--- src/rtl/dsss_pkg.sv ---
// dsss_pkg: shared types, default code parameters and sizing helpers for the
// DSSS acquisition path (receiver acquirer and transmitter code source).
package dsss_pkg;

  typedef enum logic [1:0] {
    ST_IDLE   = 2'd0,
    ST_SEARCH = 2'd1,
    ST_VERIFY = 2'd2,
    ST_LOCK   = 2'd3
  } acq_state_t;

  localparam int         DEF_LFSR_W = 5;
  localparam logic [4:0] DEF_TAPS   = 5'b00101;
  localparam int         DEF_SPC    = 16;

  function automatic int clog2(input int value);
    int r;
    r = 0;
    for (int i = 0; i < 31; i++) begin
      if ((1 << i) < value) r = i + 1;
    end
    return r;
  endfunction

  function automatic int code_len(input int lfsr_w);
    return (1 << lfsr_w) - 1;
  endfunction

  function automatic int dwell_len(input int lfsr_w, input int spc);
    return code_len(lfsr_w) * spc;
  endfunction

endpackage

--- src/rtl/dsss_sync_acquirer_if.sv ---
// dsss_sync_acquirer_if: hard-decision sample stream into the acquirer.
interface dsss_sync_acquirer_if;
  logic sample_valid;
  logic sample_in;

  modport master (output sample_valid, output sample_in);
  modport slave  (input  sample_valid, input  sample_in);
endinterface

--- src/rtl/mseq_gen.sv ---
// mseq_gen: Fibonacci m-sequence generator with a samples-per-chip counter.
// load restarts from seed (zero seed replaced by all-ones), advance moves one
// sample forward, hold freezes the generator for that sample (phase slip).
module mseq_gen
  import dsss_pkg::*;
#(
  parameter int                LFSR_W = DEF_LFSR_W,
  parameter logic [LFSR_W-1:0] TAPS   = LFSR_W'(DEF_TAPS),
  parameter int                SPC    = DEF_SPC
) (
  input  logic              clk,
  input  logic              reset,
  input  logic              load,
  input  logic [LFSR_W-1:0] seed,
  input  logic              advance,
  input  logic              hold,
  output logic              chip
);

  localparam int SPC_W = (SPC > 1) ? clog2(SPC) : 1;

  logic [LFSR_W-1:0] lfsr;
  logic [SPC_W-1:0]  spc_cnt;
  logic              feedback;
  logic              spc_wrap;

  assign feedback = ^(lfsr & TAPS);
  assign spc_wrap = (spc_cnt == SPC_W'(SPC - 1));
  assign chip     = lfsr[0];

  // Seed load, otherwise step the chip once per SPC unheld samples.
  always_ff @(posedge clk or posedge reset) begin
    if (reset) begin
      lfsr    <= '0;
      spc_cnt <= '0;
    end else if (load) begin
      lfsr    <= (seed == '0) ? '1 : seed;
      spc_cnt <= '0;
    end else if (advance && !hold) begin
      if (spc_wrap) begin
        spc_cnt <= '0;
        lfsr    <= {feedback, lfsr[LFSR_W-1:1]};
      end else begin
        spc_cnt <= spc_cnt + 1'b1;
      end
    end
  end

endmodule

--- src/rtl/dsss_sync_acquirer.sv ---
// dsss_sync_acquirer: serial-search code acquisition and lock tracking.
// One full code period is correlated per dwell; a failed search dwell slips
// the local code by one sample. Build macro SYNC_STATS_EN adds saturating
// acq_count / loss_count statistics outputs.
//
//   state  | meaning
//   IDLE   | engine disabled, outputs cleared (corr_value holds)
//   SEARCH | dwelling at code_phase, slipping one sample per failed dwell
//   VERIFY | candidate phase found, counting consecutive passing dwells
//   LOCK   | sync declared, counting consecutive misses
module dsss_sync_acquirer
  import dsss_pkg::*;
#(
  parameter int                LFSR_W      = DEF_LFSR_W,
  parameter logic [LFSR_W-1:0] TAPS        = LFSR_W'(DEF_TAPS),
  parameter int                SPC         = DEF_SPC,
  parameter int                CORR_THRESH = 400,
  parameter int                CONFIRM_N   = 3,
  parameter int                MISS_N      = 4,
  localparam int               DWELL       = dwell_len(LFSR_W, SPC),
  localparam int               PHASE_W     = clog2(DWELL + 1),
  localparam int               CORR_W      = PHASE_W
) (
  input  logic                clk,
  input  logic                reset,
  input  logic                en,
  input  logic [LFSR_W-1:0]   seed,
  dsss_sync_acquirer_if.slave smp,
  output logic                sync_flag,
  output logic [1:0]          state,
  output logic [PHASE_W-1:0]  code_phase,
  output logic [CORR_W-1:0]   corr_value,
  output logic                dwell_done,
  output logic                lock_lost
`ifdef SYNC_STATS_EN
  ,
  output logic [15:0]         acq_count,
  output logic [15:0]         loss_count
`endif
);

  localparam int CNF_W  = (CONFIRM_N > 1) ? clog2(CONFIRM_N + 1) : 1;
  localparam int MISS_W = (MISS_N > 1) ? clog2(MISS_N + 1) : 1;

  acq_state_t         state_q, state_d;
  logic [PHASE_W-1:0] dwell_q, dwell_d;
  logic [CORR_W-1:0]  acc_q, acc_d, acc_final;
  logic [PHASE_W-1:0] phase_q, phase_d, phase_inc;
  logic [CORR_W-1:0]  corr_q, corr_d;
  logic               done_q, done_d;
  logic               lost_q, lost_d;
  logic [CNF_W-1:0]   confirm_q, confirm_d;
  logic [MISS_W-1:0]  miss_q, miss_d;
  logic               slip_q, slip_d;
  logic               load_gen, adv_gen, hold_gen;
  logic               chip, pass;

  mseq_gen #(
    .LFSR_W (LFSR_W),
    .TAPS   (TAPS),
    .SPC    (SPC)
  ) u_mseq (
    .clk     (clk),
    .reset   (reset),
    .load    (load_gen),
    .seed    (seed),
    .advance (adv_gen),
    .hold    (hold_gen),
    .chip    (chip)
  );

  assign acc_final = acc_q + CORR_W'(smp.sample_in == chip);
  assign pass      = (int'(acc_final) >= CORR_THRESH);
  assign phase_inc = (phase_q == PHASE_W'(DWELL - 1)) ? '0 : phase_q + 1'b1;

  // Next-state, dwell bookkeeping and pass/fail decision at dwell end.
  always_comb begin
    state_d   = state_q;
    dwell_d   = dwell_q;
    acc_d     = acc_q;
    phase_d   = phase_q;
    corr_d    = corr_q;
    done_d    = 1'b0;
    lost_d    = 1'b0;
    confirm_d = confirm_q;
    miss_d    = miss_q;
    slip_d    = slip_q;
    load_gen  = 1'b0;
    adv_gen   = 1'b0;
    hold_gen  = 1'b0;

    if (!en || state_q == ST_IDLE) begin
      // Disabling wins over any dwell end; enabling from IDLE loads the seed.
      state_d   = en ? ST_SEARCH : ST_IDLE;
      load_gen  = en;
      dwell_d   = '0;
      acc_d     = '0;
      phase_d   = '0;
      confirm_d = '0;
      miss_d    = '0;
      slip_d    = 1'b0;
    end else if (smp.sample_valid) begin
      adv_gen  = 1'b1;
      hold_gen = slip_q;
      slip_d   = 1'b0;
      if (dwell_q == PHASE_W'(DWELL - 1)) begin
        dwell_d = '0;
        acc_d   = '0;
        corr_d  = acc_final;
        done_d  = 1'b1;
        case (state_q)
          ST_SEARCH: begin
            if (pass) begin
              confirm_d = CNF_W'(1);
              miss_d    = '0;
              state_d   = (CONFIRM_N <= 1) ? ST_LOCK : ST_VERIFY;
            end else begin
              phase_d = phase_inc;
              slip_d  = 1'b1;
            end
          end
          ST_VERIFY: begin
            if (pass) begin
              confirm_d = confirm_q + 1'b1;
              if (int'(confirm_q) + 1 >= CONFIRM_N) begin
                state_d = ST_LOCK;
                miss_d  = '0;
              end
            end else begin
              state_d   = ST_SEARCH;
              confirm_d = '0;
              phase_d   = phase_inc;
              slip_d    = 1'b1;
            end
          end
          ST_LOCK: begin
            if (pass) begin
              miss_d = '0;
            end else if (int'(miss_q) + 1 >= MISS_N) begin
              state_d   = ST_SEARCH;
              miss_d    = '0;
              confirm_d = '0;
              lost_d    = 1'b1;
              phase_d   = phase_inc;
              slip_d    = 1'b1;
            end else begin
              miss_d = miss_q + 1'b1;
            end
          end
          default: ;
        endcase
      end else begin
        dwell_d = dwell_q + 1'b1;
        acc_d   = acc_final;
      end
    end
  end

  // State and datapath registers.
  always_ff @(posedge clk or posedge reset) begin
    if (reset) begin
      state_q   <= ST_IDLE;
      dwell_q   <= '0;
      acc_q     <= '0;
      phase_q   <= '0;
      corr_q    <= '0;
      done_q    <= 1'b0;
      lost_q    <= 1'b0;
      confirm_q <= '0;
      miss_q    <= '0;
      slip_q    <= 1'b0;
    end else begin
      state_q   <= state_d;
      dwell_q   <= dwell_d;
      acc_q     <= acc_d;
      phase_q   <= phase_d;
      corr_q    <= corr_d;
      done_q    <= done_d;
      lost_q    <= lost_d;
      confirm_q <= confirm_d;
      miss_q    <= miss_d;
      slip_q    <= slip_d;
    end
  end

  assign sync_flag  = (state_q == ST_LOCK);
  assign state      = state_q;
  assign code_phase = phase_q;
  assign corr_value = corr_q;
  assign dwell_done = done_q;
  assign lock_lost  = lost_q;

`ifdef SYNC_STATS_EN
  // Saturating lifetime statistics; only reset clears them.
  always_ff @(posedge clk or posedge reset) begin
    if (reset) begin
      acq_count  <= '0;
      loss_count <= '0;
    end else begin
      if (state_d == ST_LOCK && state_q != ST_LOCK && acq_count != 16'hFFFF)
        acq_count <= acq_count + 16'd1;
      if (lost_d && loss_count != 16'hFFFF)
        loss_count <= loss_count + 16'd1;
    end
  end
`endif

endmodule

--- src/flat_wrapper.sv ---
// flat-port wrapper written by rule: the top's interface ports become plain ports
module dsss_sync_acquirer_flat import dsss_pkg::*;
#(
  parameter int                LFSR_W      = DEF_LFSR_W,
  parameter logic [LFSR_W-1:0] TAPS        = LFSR_W'(DEF_TAPS),
  parameter int                SPC         = DEF_SPC,
  parameter int                CORR_THRESH = 400,
  parameter int                CONFIRM_N   = 3,
  parameter int                MISS_N      = 4,
  localparam int               DWELL       = dwell_len(LFSR_W, SPC),
  localparam int               PHASE_W     = clog2(DWELL + 1),
  localparam int               CORR_W      = PHASE_W
)
  (clk, reset, en, seed, sync_flag, state, code_phase, corr_value, dwell_done, lock_lost, smp_sample_valid, smp_sample_in);
  dsss_sync_acquirer_if smp_i ();
  input  logic clk;
  input  logic reset;
  input  logic en;
  input  logic [LFSR_W-1:0] seed;
  output logic sync_flag;
  output logic [1:0] state;
  output logic [PHASE_W-1:0] code_phase;
  output logic [CORR_W-1:0] corr_value;
  output logic dwell_done;
  output logic lock_lost;
  input wire logic [$bits(smp_i.sample_valid)-1:0] smp_sample_valid;
  input wire logic [$bits(smp_i.sample_in)-1:0] smp_sample_in;
  assign smp_i.sample_valid = smp_sample_valid;
  assign smp_i.sample_in = smp_sample_in;
  dsss_sync_acquirer #(.LFSR_W(LFSR_W), .TAPS(TAPS), .SPC(SPC), .CORR_THRESH(CORR_THRESH), .CONFIRM_N(CONFIRM_N), .MISS_N(MISS_N)) u_core (.clk(clk), .reset(reset), .en(en), .seed(seed), .smp(smp_i), .sync_flag(sync_flag), .state(state), .code_phase(code_phase), .corr_value(corr_value), .dwell_done(dwell_done), .lock_lost(lock_lost));
endmodule
--- config.mk ---
export PLATFORM = sky130hd
export DESIGN_NAME = dsss_sync_acquirer_flat
export DESIGN_NICKNAME = d
export VERILOG_FILES = /design/src/rtl/dsss_pkg.sv /design/src/rtl/dsss_sync_acquirer_if.sv /design/src/rtl/mseq_gen.sv /design/src/rtl/dsss_sync_acquirer.sv /design/src/flat_wrapper.sv
export SDC_FILE = /design/constraint.sdc
export NUM_CORES = 1
export LEC_CHECK = 0
export CAP_MARGIN = 20
export CORE_MARGIN = 2
export CORE_UTILIZATION = 56
export CTS_CLUSTER_SIZE = 25
export DETAILED_ROUTE_END_ITERATION = 6
export GPL_TIMING_DRIVEN = 0
export PLACE_DENSITY = 0.79
export SKIP_CTS_REPAIR_TIMING = 1
export SYNTH_ARGS = -nofsm -noshare
export SYNTH_HDL_FRONTEND = slang
export SYNTH_SLANG_ARGS = --single-unit
--- constraint.sdc ---
create_clock -name clk -period 3 [get_ports clk]
set_clock_uncertainty 0.1 [all_clocks]
set_input_delay 0.6 -clock clk [delete_from_list [all_inputs] [get_ports clk]]
set_output_delay 0.6 -clock clk [all_outputs]
set_load 0.05 [all_outputs]
==> impl_metrics.yaml <==
grt:
  grt_pass1_wl_microns: 10800
  grt_max_degree: 43
  grt_overflow: 0
  grt_pass1_vias: 2409
  antenna_found_initial: 0
  grtUsageTotal_pct: 22.0
outcome:
  status: "completed"
floorplanning:
  start_util_pct: 58.9
  pin_count: 33
  die_x_microns: 78
  fp-row-count: 26
  core_region_area_sq_um: 5200
  die_h_microns: 78
  dieArea_sq_um: 6080
finish:
  area_growth_pct: 17.5
  fin_nets: 395
  fin_util_pct: 69.2
  drive_above_1_share_pct: 8.85
  regArea_sq_um: 1380
  final_common_cell: "dfrtp_1"
  final_cell_count_no_fill: 443
  antennaDiodeCount: 0
  fill_cells: 444
  multi_input_area_sq_um: 1610
  mostFrequentLayoutCells: "dfrtp_1 (55), nor2_1 (45), nand2_1 (39), clkdlybuf4s50_1 (32), o21ai_0 (18)"
critical_path:
  path_max_fanout: 5
  cp-end-kind: "register"
  path_cells: "clkdlybuf4s50_1 > xnor2_1 > ha_2 > ha_2 > and3_4 > a32oi_1 > o22ai_2 > a21oi_1 > o31a_1 > mux2_1"
  cp_common_cell: "ha_2"
  critical_path_class: "in2reg"
  cp.arrival_ns: 3.03
  worstPathRequired_ns: 3.09
  max_stage_delay_ns: 0.47
  cp-start-kind: "input port"
  cpMaxStageDelayCell: "clkdlybuf4s50_1"
synth:
  synth_top_cell_by_area: "dfrtp_1"
  ys.flop_type: "dfrtp_1"
  ys_top_cells_by_area: "dfrtp_1 (45%), nor2_1 (5.5%), ha_1 (4.9%)"
  synthArstFlopShare_pct: 100
  synth_top_area_share_pct: 44.9
  synthesis.nets: 354
  syn_avg_cell_area_sq_um: 9.24
  synth-edff-count: 0
  synthDistinctLibCells: 56
  syn_inst: 332
  synth_seq_cells: 55
  syn_area_sq_um: 3070
  yosysWarnings: 0
  yosysSeqAreaShare_pct: 44.9
sta:
  fin_crit_sh_pct: 97.9
  rsz0062_at_grt: "yes"
  min_period_ns: 2.94
  fmax_mhz: 340
  setup_ws_ns: 0.0625
  relSlewSlack_pct: 51.7
  finalSetupViolations: 0
  finalHoldViolCount: 0
  worst_pin_slew_ns: 0.715
  slew_violations: 0
routing:
  route.detailed.drc: 0
  first_iter_violations: 112
  ant_nets: 0
  dr.pass1.iters: 4
  post_drt_wl_per_cell_microns: 14.2
  vias: 2496
  viasPerCell: 5.63
  routed_wirelength_microns: 6280
power:
  power_density_nw_per_um2: 503
  ir_drop_mv: 0.406
  power.static_leakage_uw: 0.00153
clocking:
  clockBufferDepth: 2
  clk_pin_slew_ns: 0.09
  cts.sinks: 55
  numCtsBuffers: 5
  htreeDepth: 2
  clockRootBuffer: "clkbuf_8"
  worstSkewPairLatency_ns: 0.30
  cts_tree: "built"
placed_design:
  dp_slack_ns: -0.414
  hpwl_microns: 4500
  gp_congestion: 0.806
  placed_cells: 435
  portBuffers: 32
hold_path:
  hp-class: "reg2reg"
flow_run:
  max-cap-violations: 0
## critical path: cells and delay by family
kind,cells,cell delay [ns]
XOR/XNOR,1,0.13
multiplexers,1,0.32
AO/OA/AOI/OAI,4,0.82
adder cells (fa/ha/maj),2,0.46
AND/OR/NAND/NOR,1,0.23
buffers and inverters,1,0.47
## sequential cells by signal, summed over array words and instances (netlist names)
register               flops
u_core.acc_q               9
u_core.code_phase          9
u_core.confirm_q           2
u_core.corr_value          9
u_core.dwell_done          1
u_core.dwell_q             9
u_core.lock_lost           1
u_core.miss_q              3
u_core.slip_q              1
u_core.state               2
u_core.u_mseq.lfsr         5
u_core.u_mseq.spc_cnt      4
## synthesized netlist by cell type, types with 5 or more instances
cell type and n:
buf_2 5, o22ai_1 5, xor2_1 7, inv_1 10, nor3_1 7, xnor2_1 11, a31oi_1 5, nand2_1 39
ha_1 12, a21oi_1 17, a22o_1 5, and3_1 5, nand3_1 9, dfrtp_1 55, nor2_1 45, o21ai_0 18
and2_1 6, o21ai_1 8, mux2i_1 6
## layer usage
layer	track usage, %	vias up	part of all wire [%]
li1	-	1250	-
met1	28.4	1197	47
met2	37.2	41	50
met3	4.30	8	2.6
met4	7.02	0	0.99
met5	0	-	0
## metrics by stage
stage	instance area [sq um]	TNS [ns]	power [uW]	hold WS [ns]
global route	3600	-0.0615	1940	0.442
detailed placement	3490	-3.84	1410	0.377
floorplan	3070	0	1260	0.350
global placement	3470	-5.32	1400	0.372
CTS	3580	-0.184	1830	0.402
finish	3600	0	1810	0.407
## final cells by class
class                           count  share of cell area [%]
Tap cell                           70                    2.43
Multi-Input combinational cell    256                    44.7
Clock buffer                        6                    2.29
Sequential cell                    55                    38.2
Buffer                             11                    1.53
Timing Repair Buffer               34                    9.65
Clock inverter                      1                   0.139
Inverter                           10                    1.04
## power by group
group	internal [uW]	total, uW	switching (uW)
combinational	204	549	345
clock	182	404	222
sequential	804	861	57.3
total	1190	1810	624
## worst paths after layout
path	cells after the start	to	slack, ns	start
max reg2reg	9	u_core.miss_q[1]$_DFFE_PP0P_	0.34	u_core.u_mseq.lfsr[0]$_DFFE_PP0P_
min in group asynchronous	2	u_core.acc_q[0]$_DFFE_PP0N_	0.46	reset
min	2	u_core.u_mseq.lfsr[4]$_DFFE_PP0P_	0.41	u_core.u_mseq.lfsr[4]$_DFFE_PP0P_
min reg2reg	2	u_core.u_mseq.lfsr[4]$_DFFE_PP0P_	0.41	u_core.u_mseq.lfsr[4]$_DFFE_PP0P_
max	10	u_core.miss_q[1]$_DFFE_PP0P_	0.06	smp_sample_in
max in group asynchronous	3	u_core.code_phase[3]$_DFFE_PP0P_	1.83	reset
## logic make-up after synthesis
family,Yosys count,synth area share (%)
AO/OA/AOI/OAI,78,16.6
XOR/XNOR,18,5.14
adder cells (fa/ha/maj),12,4.90
buffers and inverters,21,3.02
flip-flops,55,44.9
multiplexers,10,3.43
AND/OR/NAND/NOR,138,22.0
No activity file was read; power rests on OpenSTA's default activity.
